**config.mk**
```make
export PLATFORM = sky130hd
export DESIGN_NAME = main_control_fsm
export DESIGN_NICKNAME = d
export VERILOG_FILES = /design/src/rtl/main_control_fsm.sv
export SDC_FILE = /design/constraint.sdc
export NUM_CORES = 1
export LEC_CHECK = 0
export ABC_AREA = 0
export BUFFER_PORTS_ARGS = -buffer_cell sky130_fd_sc_hd__buf_2
export CORE_MARGIN = 10
export CORE_UTILIZATION = 40
export CTS_BUF_LIST = sky130_fd_sc_hd__clkbuf_4 sky130_fd_sc_hd__clkbuf_8 sky130_fd_sc_hd__clkbuf_16
export CTS_CLUSTER_DIAMETER = 80
export DETAILED_ROUTE_END_ITERATION = 16
export PLACE_DENSITY = 0.74
export SLEW_MARGIN = 20
export SYNTH_ARGS = -nofsm -noshare
export SYNTH_HDL_FRONTEND = slang
export SYNTH_SLANG_ARGS = --single-unit
```
**constraint.sdc**
```tcl
create_clock -name clk -period 1.9 [get_ports clk]
set_input_delay 0.285 -clock clk [delete_from_list [all_inputs] [get_ports clk]]
set_output_delay 0.285 -clock clk [all_outputs]
set_load 0.05 [all_outputs]
```
**src/rtl/main_control_fsm.sv**
```systemverilog
// Multicycle control FSM for the MIPS-subset CPU.
// Sequences fetch/decode/execute/memory/writeback and drives every datapath
// mux select, write enable and the 2-bit ALUOp to the ALU control decoder.
module main_control_fsm #(
  parameter logic [5:0] OPC_R    = 6'h00,
  parameter logic [5:0] OPC_LW   = 6'h23,
  parameter logic [5:0] OPC_SW   = 6'h2b,
  parameter logic [5:0] OPC_BEQ  = 6'h04,
  parameter logic [5:0] OPC_BNE  = 6'h05,
  parameter logic [5:0] OPC_J    = 6'h02,
  parameter logic [5:0] OPC_ADDI = 6'h08
) (
  input  logic       clk,
  input  logic       reset_n,
  input  logic [5:0] opcode,
  input  logic       zero,
  output logic [1:0] ALUOp,
  output logic       PCWrite,
  output logic       IorD,
  output logic       MemRead,
  output logic       MemWrite,
  output logic       IRWrite,
  output logic       RegWrite,
  output logic       RegDst,
  output logic       MemToReg,
  output logic       ALUSrcA,
  output logic [1:0] ALUSrcB,
  output logic [1:0] PCSource,
  output logic       illegalOp,
  output logic [3:0] stateOut
);

  typedef enum logic [3:0] {
    ST_RESET         = 4'd0,
    ST_FETCH         = 4'd1,
    ST_FETCH_WAIT    = 4'd2,
    ST_DECODE        = 4'd3,
    ST_EXEC_R        = 4'd4,
    ST_WB_R          = 4'd5,
    ST_ADDR_CALC     = 4'd6,
    ST_MEM_READ      = 4'd7,
    ST_MEM_READ_WAIT = 4'd8,
    ST_WB_LW         = 4'd9,
    ST_MEM_WRITE     = 4'd10,
    ST_BRANCH        = 4'd11,
    ST_JUMP          = 4'd12,
    ST_EXEC_ADDI     = 4'd13,
    ST_WB_ADDI       = 4'd14,
    ST_ILLEGAL       = 4'd15
  } state_t;

  state_t state, state_next;
  logic   is_bne_q;   // branch flavour latched in DECODE so BRANCH need not look at opcode
  logic   illegal_q;

  // State register, branch-flavour latch and sticky illegal flag.
  // NOTE: sequential state uses non-blocking (<=) so every flop samples pre-edge values.
  always_ff @(posedge clk or negedge reset_n) begin
    if (!reset_n) begin
      state     <= ST_RESET;
      is_bne_q  <= 1'b0;
      illegal_q <= 1'b0;
    end else begin
      state     <= state_next;
      if (state == ST_DECODE) is_bne_q <= (opcode == OPC_BNE);
      illegal_q <= illegal_q | (state_next == ST_ILLEGAL);
    end
  end

  // Next-state logic; opcode is consulted only in DECODE and ADDR_CALC.
  // NOTE: a default is assigned first so no path through the case infers a latch.
  always_comb begin
    state_next = state;
    unique case (state)
      ST_RESET:         state_next = ST_FETCH;
      ST_FETCH:         state_next = ST_FETCH_WAIT;
      ST_FETCH_WAIT:    state_next = ST_DECODE;
      ST_DECODE: begin
        if (opcode == OPC_R)                             state_next = ST_EXEC_R;
        else if (opcode == OPC_LW || opcode == OPC_SW)   state_next = ST_ADDR_CALC;
        else if (opcode == OPC_BEQ || opcode == OPC_BNE) state_next = ST_BRANCH;
        else if (opcode == OPC_J)                        state_next = ST_JUMP;
        else if (opcode == OPC_ADDI)                     state_next = ST_EXEC_ADDI;
        else                                             state_next = ST_ILLEGAL;
      end
      ST_EXEC_R:        state_next = ST_WB_R;
      ST_WB_R:          state_next = ST_FETCH;
      ST_ADDR_CALC:     state_next = (opcode == OPC_LW) ? ST_MEM_READ : ST_MEM_WRITE;
      ST_MEM_READ:      state_next = ST_MEM_READ_WAIT;
      ST_MEM_READ_WAIT: state_next = ST_WB_LW;
      ST_WB_LW:         state_next = ST_FETCH;
      ST_MEM_WRITE:     state_next = ST_FETCH;
      ST_BRANCH:        state_next = ST_FETCH;
      ST_JUMP:          state_next = ST_FETCH;
      ST_EXEC_ADDI:     state_next = ST_WB_ADDI;
      ST_WB_ADDI:       state_next = ST_FETCH;
      ST_ILLEGAL:       state_next = ST_ILLEGAL;
      default:          state_next = ST_RESET;
    endcase
  end

  // Per-state outputs, decoded from the registered state (BRANCH PCWrite also uses zero).
  always_comb begin
    ALUOp    = 2'b11;
    PCWrite  = 1'b0;
    IorD     = 1'b0;
    MemRead  = 1'b0;
    MemWrite = 1'b0;
    IRWrite  = 1'b0;
    RegWrite = 1'b0;
    RegDst   = 1'b0;
    MemToReg = 1'b0;
    ALUSrcA  = 1'b0;
    ALUSrcB  = 2'b00;
    PCSource = 2'b00;
    unique case (state)
      ST_FETCH: MemRead = 1'b1;
      ST_FETCH_WAIT: begin
        MemRead = 1'b1;
        IRWrite = 1'b1;
        ALUSrcB = 2'b01;
        ALUOp   = 2'b00;
        PCWrite = 1'b1;
      end
      ST_DECODE: begin
        ALUSrcB = 2'b11;
        ALUOp   = 2'b00;
      end
      ST_EXEC_R: begin
        ALUSrcA = 1'b1;
        ALUOp   = 2'b01;
      end
      ST_WB_R: begin
        RegDst   = 1'b1;
        RegWrite = 1'b1;
      end
      ST_ADDR_CALC, ST_EXEC_ADDI: begin
        ALUSrcA = 1'b1;
        ALUSrcB = 2'b10;
        ALUOp   = 2'b00;
      end
      ST_MEM_READ, ST_MEM_READ_WAIT: begin
        IorD    = 1'b1;
        MemRead = 1'b1;
      end
      ST_WB_LW: begin
        MemToReg = 1'b1;
        RegWrite = 1'b1;
      end
      ST_MEM_WRITE: begin
        IorD     = 1'b1;
        MemWrite = 1'b1;
      end
      ST_BRANCH: begin
        ALUSrcA  = 1'b1;
        ALUOp    = 2'b10;
        PCSource = 2'b01;
        PCWrite  = is_bne_q ? ~zero : zero;
      end
      ST_JUMP: begin
        PCSource = 2'b10;
        PCWrite  = 1'b1;
      end
      ST_WB_ADDI: RegWrite = 1'b1;
      default: ;
    endcase
  end

  assign illegalOp = illegal_q;
  assign stateOut  = state;

endmodule

```
* Word level (Yosys, flattened, before mapping) *
Index checks and enable logic that the tools add are counted.

operators by class
  eq/ne operators = 22
  muxes and demuxes = 20
  bitwise operators = 2
  reduce and logical (&&, ||, !) cells = 12

operator list
  kind                  count
  $pmux W4 S10          1
  $eq A4 B4 Y1 const B  9
  $eq A4 B3 Y1 const B  4
  $eq A6 B3 Y1 const B  2
  $eq A6 B6 Y1 const B  2
  $mux W4               3
  $pmux W2 S3           2
  $reduce_or A4 Y1      3
  $mux W1               9
  $eq A4 B2 Y1 const B  2
  $reduce_or A7 Y1      1
  $eq A6 B2 Y1 const B  1
  $eq A6 B4 Y1 const B  1
  $logic_not A6 Y1      1
  $reduce_or A3 Y1      2
  $eq A4 B1 Y1 const B  1
  $logic_not A4 Y1      1
  $mux W2               2
  $pmux W2 S2           1
  $reduce_or A2 Y1      2
  $mux W3               1
  $logic_or A1 B1 Y1    2
  $pmux W1 S2           1
  $not A1 Y1            1
  $or A1 B1 Y1          1

storage, ports and cells
  register bits = 6
  output and inout bits = 20
  word-level logic and storage cells = 59

* Logic depth before layout (Yosys ltp) *
  depth after elaboration = 9
  gate-level depth with buffers = 6
  depth with buffers taken out = 5

* Least setup slack after synthesis *
No wires, ideal clock.

  kind = flip-flop to output port
  start = register state[3] (netlist: stateOut[3])
  end = output port PCWrite
  arrival time = 2.621 ns
  required time = 1.615 ns
  path slack = -1.006 ns
  cell stages (with the launch flop) = 5
  cells stage by stage = dfrtp_1 -> buf_4 -> nand2_4 -> nor3_1 -> a211o_1

between the ends
  cells in the longest elaborated chain, start to end = 3
  elaborated cells between the ends (all ways) = 5
  classes of those cells = 3 x eq/ne; 1 x mux; 1 x reduce/logical

ends and longest elaborated chain
  what                                                 line  source
  start: declaration                                   52    state_t state, state_next;
  start signal: assignment                             64    state <= state_next;
  $eq A4 B4 Y1 / $eq A4 B2 Y1 (equally long branches)  116   unique case (state)
  $reduce_or A2 Y1 (no line)                           --
  $pmux W1 S2 *                                        116
  end: declaration                                     18    output logic PCWrite,

Every way passes the cells marked *; elsewhere a longest branch is shown, timed or not.

* Worst setup path after layout *
  start = register state[2] (netlist: stateOut[2])
  end = output port PCWrite

Same word-level chain as after synthesis.

==> out/results.txt <==
Once the floorplan was initialized, standard cells occupied 44.1% of the core. The count of placed standard cells including taps was 120; the floorplan die area was 3430 µm². In this run the critical register-to-register path is launched from stateOut[1]. The detailed router placed 728 vias in this run. Total of endpoints with negative setup slack in the final report: 0. The overall track demand over capacity in global routing came out at 11.9%. STA classifies the critical path startpoint as a flop. Global routing finished with a remaining overflow of 0. The tools report the wire length of the first global-routing pass as 3320 µm.

Overall die height: 58.6 µm. The mean instance size in the synthesized netlist came out at 7.84 µm². The die is 58.6 µm wide.

The largest driver fanout on the critical path is 9. Across the run, the number of max-cap violations was 0. The run finished with clean final reports. The critical path starts at stateOut[2]. The logs give 0 for the count of final max-slew check failures and 532 MHz for the highest achievable clock rate.

The post-route minimum period works out to 1880 ps. The critical path class was flop to output port. Via count of the first global-routing pass: 731. Synthesis handed over a netlist of 76 instances. For the pin with the worst max-slew slack, the measured transition is 297 ps. The count of nets left with antenna violations once routing finished came out at 0. The portion of the clock cycle consumed by the worst path in the final layout was 98.9%. The worst setup path is captured at an output port. The logs give 4 for the detailed-routing iteration count for the pre-antenna-repair pass and 34 for the number of distinct library cells after synthesis. The end point of the critical path was PCWrite. The initial antenna violation count was 0; the final worst clock skew was 8.63 ps. The logs give 872 µm² for the post-detailed-placement cell area and 25.2% for the sequential fraction of the synthesis area. Yosys printed 0 warnings. The detailed router finished its first iteration with 9 violations.

Counting every net in the synthesized netlist gives 85. Relative area change from synthesis to final layout: 67.6%. After routing the design area is 998 µm². In this run, synthesis inferred 0 flip-flops with an integrated enable. For the worst-skew pair, the clock arrives at the later sink with an insertion delay of 260 ps. The count of cells in the finished layout, fillers not included, comes to 132. The clock drives 6 sinks.

The minimum setup slack among reg-to-reg paths was 280 ps; the core area was 1350 µm². Average wire per cell in the routed design: 15.7 µm. At the end of routability-driven placement, the weighted congestion stood at 0.785.

The async set-reset flop share out of synthesis was 100%; the total number of nets in the final design was 127. In this run the critical register-to-register path is captured at illegalOp. The synthesized netlist occupies a cell area of 596 µm².

29 I/O pins were placed. Using the TritonRoute via totals, the vias-per-cell ratio works out to 5.52. Entering global routing, the biggest net connects 13 pins. The tree is rooted in a sky130_fd_sc_hd__clkbuf_4. Once layout is complete, the utilization of the core stands at 74.0%. Measured against its own limit, the worst slew margin works out to 80.1%.

Counting flops and latches in the post-synthesis netlist gives 6. The min-delay analysis places its worst path in the category input pin to flop. Adding up every negative setup slack in the final design gives 0 ps. The number of port buffers is 28, and the data arrival time of the worst path is 1590 ps. The number of diodes added for antenna fixing was 0; the maximum clock insertion buffer count was 2.

Clock-pin slew was measured on the worst setup and hold paths at 50 ps. The count of H-tree levels built during CTS was 1; the number of remaining DRC errors was 0. Fill cell instance count of the final layout: 103. Number of buffers created by CTS: 3.

In the final layout, the share of cells above drive strength 1 is 61.5%. Flip-flop cell with the highest count after synthesis: sky130_fd_sc_hd__dfrtp_1. In the final layout, flip-flops and latches occupy 155 µm².

The final hold violation count is 0, and the post-detailed-routing wire length is 2080 µm. The initialized floorplan defines 13 standard-cell rows. For the worst setup path, the data required time is 1620 ps.

Summing all multi-input logic gate instances after layout gives 524 µm². For the worst flop-to-flop path, the logic depth is 6. TritonCTS built the clock tree. The wire-length estimate of the detail-placed layout is 1530 µm.
==> flip-flops by register name, indices dropped and copies added, names as in the netlist <==
signal	flops
stateOut	4
is_bne_q	1
illegalOp	1
==> kinds of logic after synthesis <==
kind of cell	after synthesis	share of synthesized area, %
simple gates	37	34.9
compound gates	24	27.9
flops	6	25.2
buf+inv	5	5.88
xor+xnor	3	4.41
mux	1	1.68
==> layer usage <==
layer | vias to the layer above | GRT usage, % | share of wire (%)
met5 | - | 0 | 0
met4 | 0 | 3.93 | 1.2
met3 | 5 | 4.94 | 7.9
met2 | 26 | 20.2 | 50
met1 | 338 | 13.0 | 41
li1 | 359 | - | -
==> worst min-delay path by stage <==
| stage | startpoint | end | slack, ps | depth (start not counted) |
|---|---|---|---|---|
| 2_1_floorplan | reset_n | illegalOp | -10 | 0 |
| 3_3_place_gp | reset_n | is_bne_q | 110 | 1 |
| 3_5_place_dp | reset_n | illegalOp | 110 | 1 |
| 4_1_cts | opcode[0] | is_bne_q | 340 | 2 |
| 5_1_grt | opcode[0] | is_bne_q | 350 | 2 |
| 6_report | opcode[0] | is_bne_q | 350 | 2 |
==> critical path, stage by stage, from the launching register on <==
cell                       delay [ps]
sky130_fd_sc_hd__dfrtp_2          450
sky130_fd_sc_hd__nand2b_1         160
sky130_fd_sc_hd__buf_4            160
sky130_fd_sc_hd__nor2_2            50
sky130_fd_sc_hd__a211o_4          310
sky130_fd_sc_hd__buf_2            210
==> layout by cell type, fill, tap and decap left out, types with 2 or more instances in the layout <==
master	n
sky130_fd_sc_hd__dfrtp_1	2
sky130_fd_sc_hd__o211ai_1	2
sky130_fd_sc_hd__clkbuf_4	6
sky130_fd_sc_hd__buf_4	14
sky130_fd_sc_hd__o21ai_1	2
sky130_fd_sc_hd__nand2_1	5
sky130_fd_sc_hd__a21oi_4	2
sky130_fd_sc_hd__nand4_1	2
sky130_fd_sc_hd__nor2_1	8
sky130_fd_sc_hd__o22ai_2	2
sky130_fd_sc_hd__nor3_4	2
sky130_fd_sc_hd__nand2b_2	3
sky130_fd_sc_hd__xnor2_1	2
sky130_fd_sc_hd__dfrtp_2	4
sky130_fd_sc_hd__a21o_1	3
sky130_fd_sc_hd__nor2b_1	4
sky130_fd_sc_hd__nor2_2	4
sky130_fd_sc_hd__nand2b_1	3
sky130_fd_sc_hd__o21ai_2	2
sky130_fd_sc_hd__buf_2	24
==> cells in the mapped netlist, types with 2 or more instances <==
library cell               number  share of area, %
sky130_fd_sc_hd__nor2_1        13               8.2
sky130_fd_sc_hd__dfrtp_1        6                25
sky130_fd_sc_hd__nand2b_1       6               6.3
sky130_fd_sc_hd__nand2_1        5               3.2
sky130_fd_sc_hd__nor2b_1        4               4.2
sky130_fd_sc_hd__o21ai_1        4               3.4
sky130_fd_sc_hd__a21o_1         3               3.8
sky130_fd_sc_hd__a21oi_1        3               2.5
sky130_fd_sc_hd__buf_4          2               2.5
sky130_fd_sc_hd__nand4_1        2               2.1
sky130_fd_sc_hd__nor3_1         2               1.7
sky130_fd_sc_hd__o211ai_1       2               2.5
sky130_fd_sc_hd__o22ai_1        2               2.1
sky130_fd_sc_hd__xnor2_1        2               2.9
==> final cells by class <==
cell class,count,share of cell area (%)
Clock buffer,4,3.01
Tap cell,15,1.88
Sequential cell,6,15.5
Multi-Input combinational cell,65,52.5
Timing Repair Buffer,42,27.1
==> stage by stage <==
stage / hold slack, ps / worst slack, ps
after floorplan: -10.6 / -192
after global routing: 346 / -40.5
final: 346 / 21.3
after detailed placement: 112 / 211
after CTS: 341 / 2.32
after global placement: 111 / 201
==> repair_timing <==
action | in CTS | in global routing
resized for setup | 4 | 6
cloned | 0 | 0
endpoints found under the setup margin | 8 | 8
pin swaps | 0 | 0
hold buffers | 1 | 0
buffers inserted | 3 | 4
endpoints found under the hold margin | 6 | 0
Power is not shown: default switching activity piles up to over one toggle a cycle in this logic, so the estimate is an artifact.
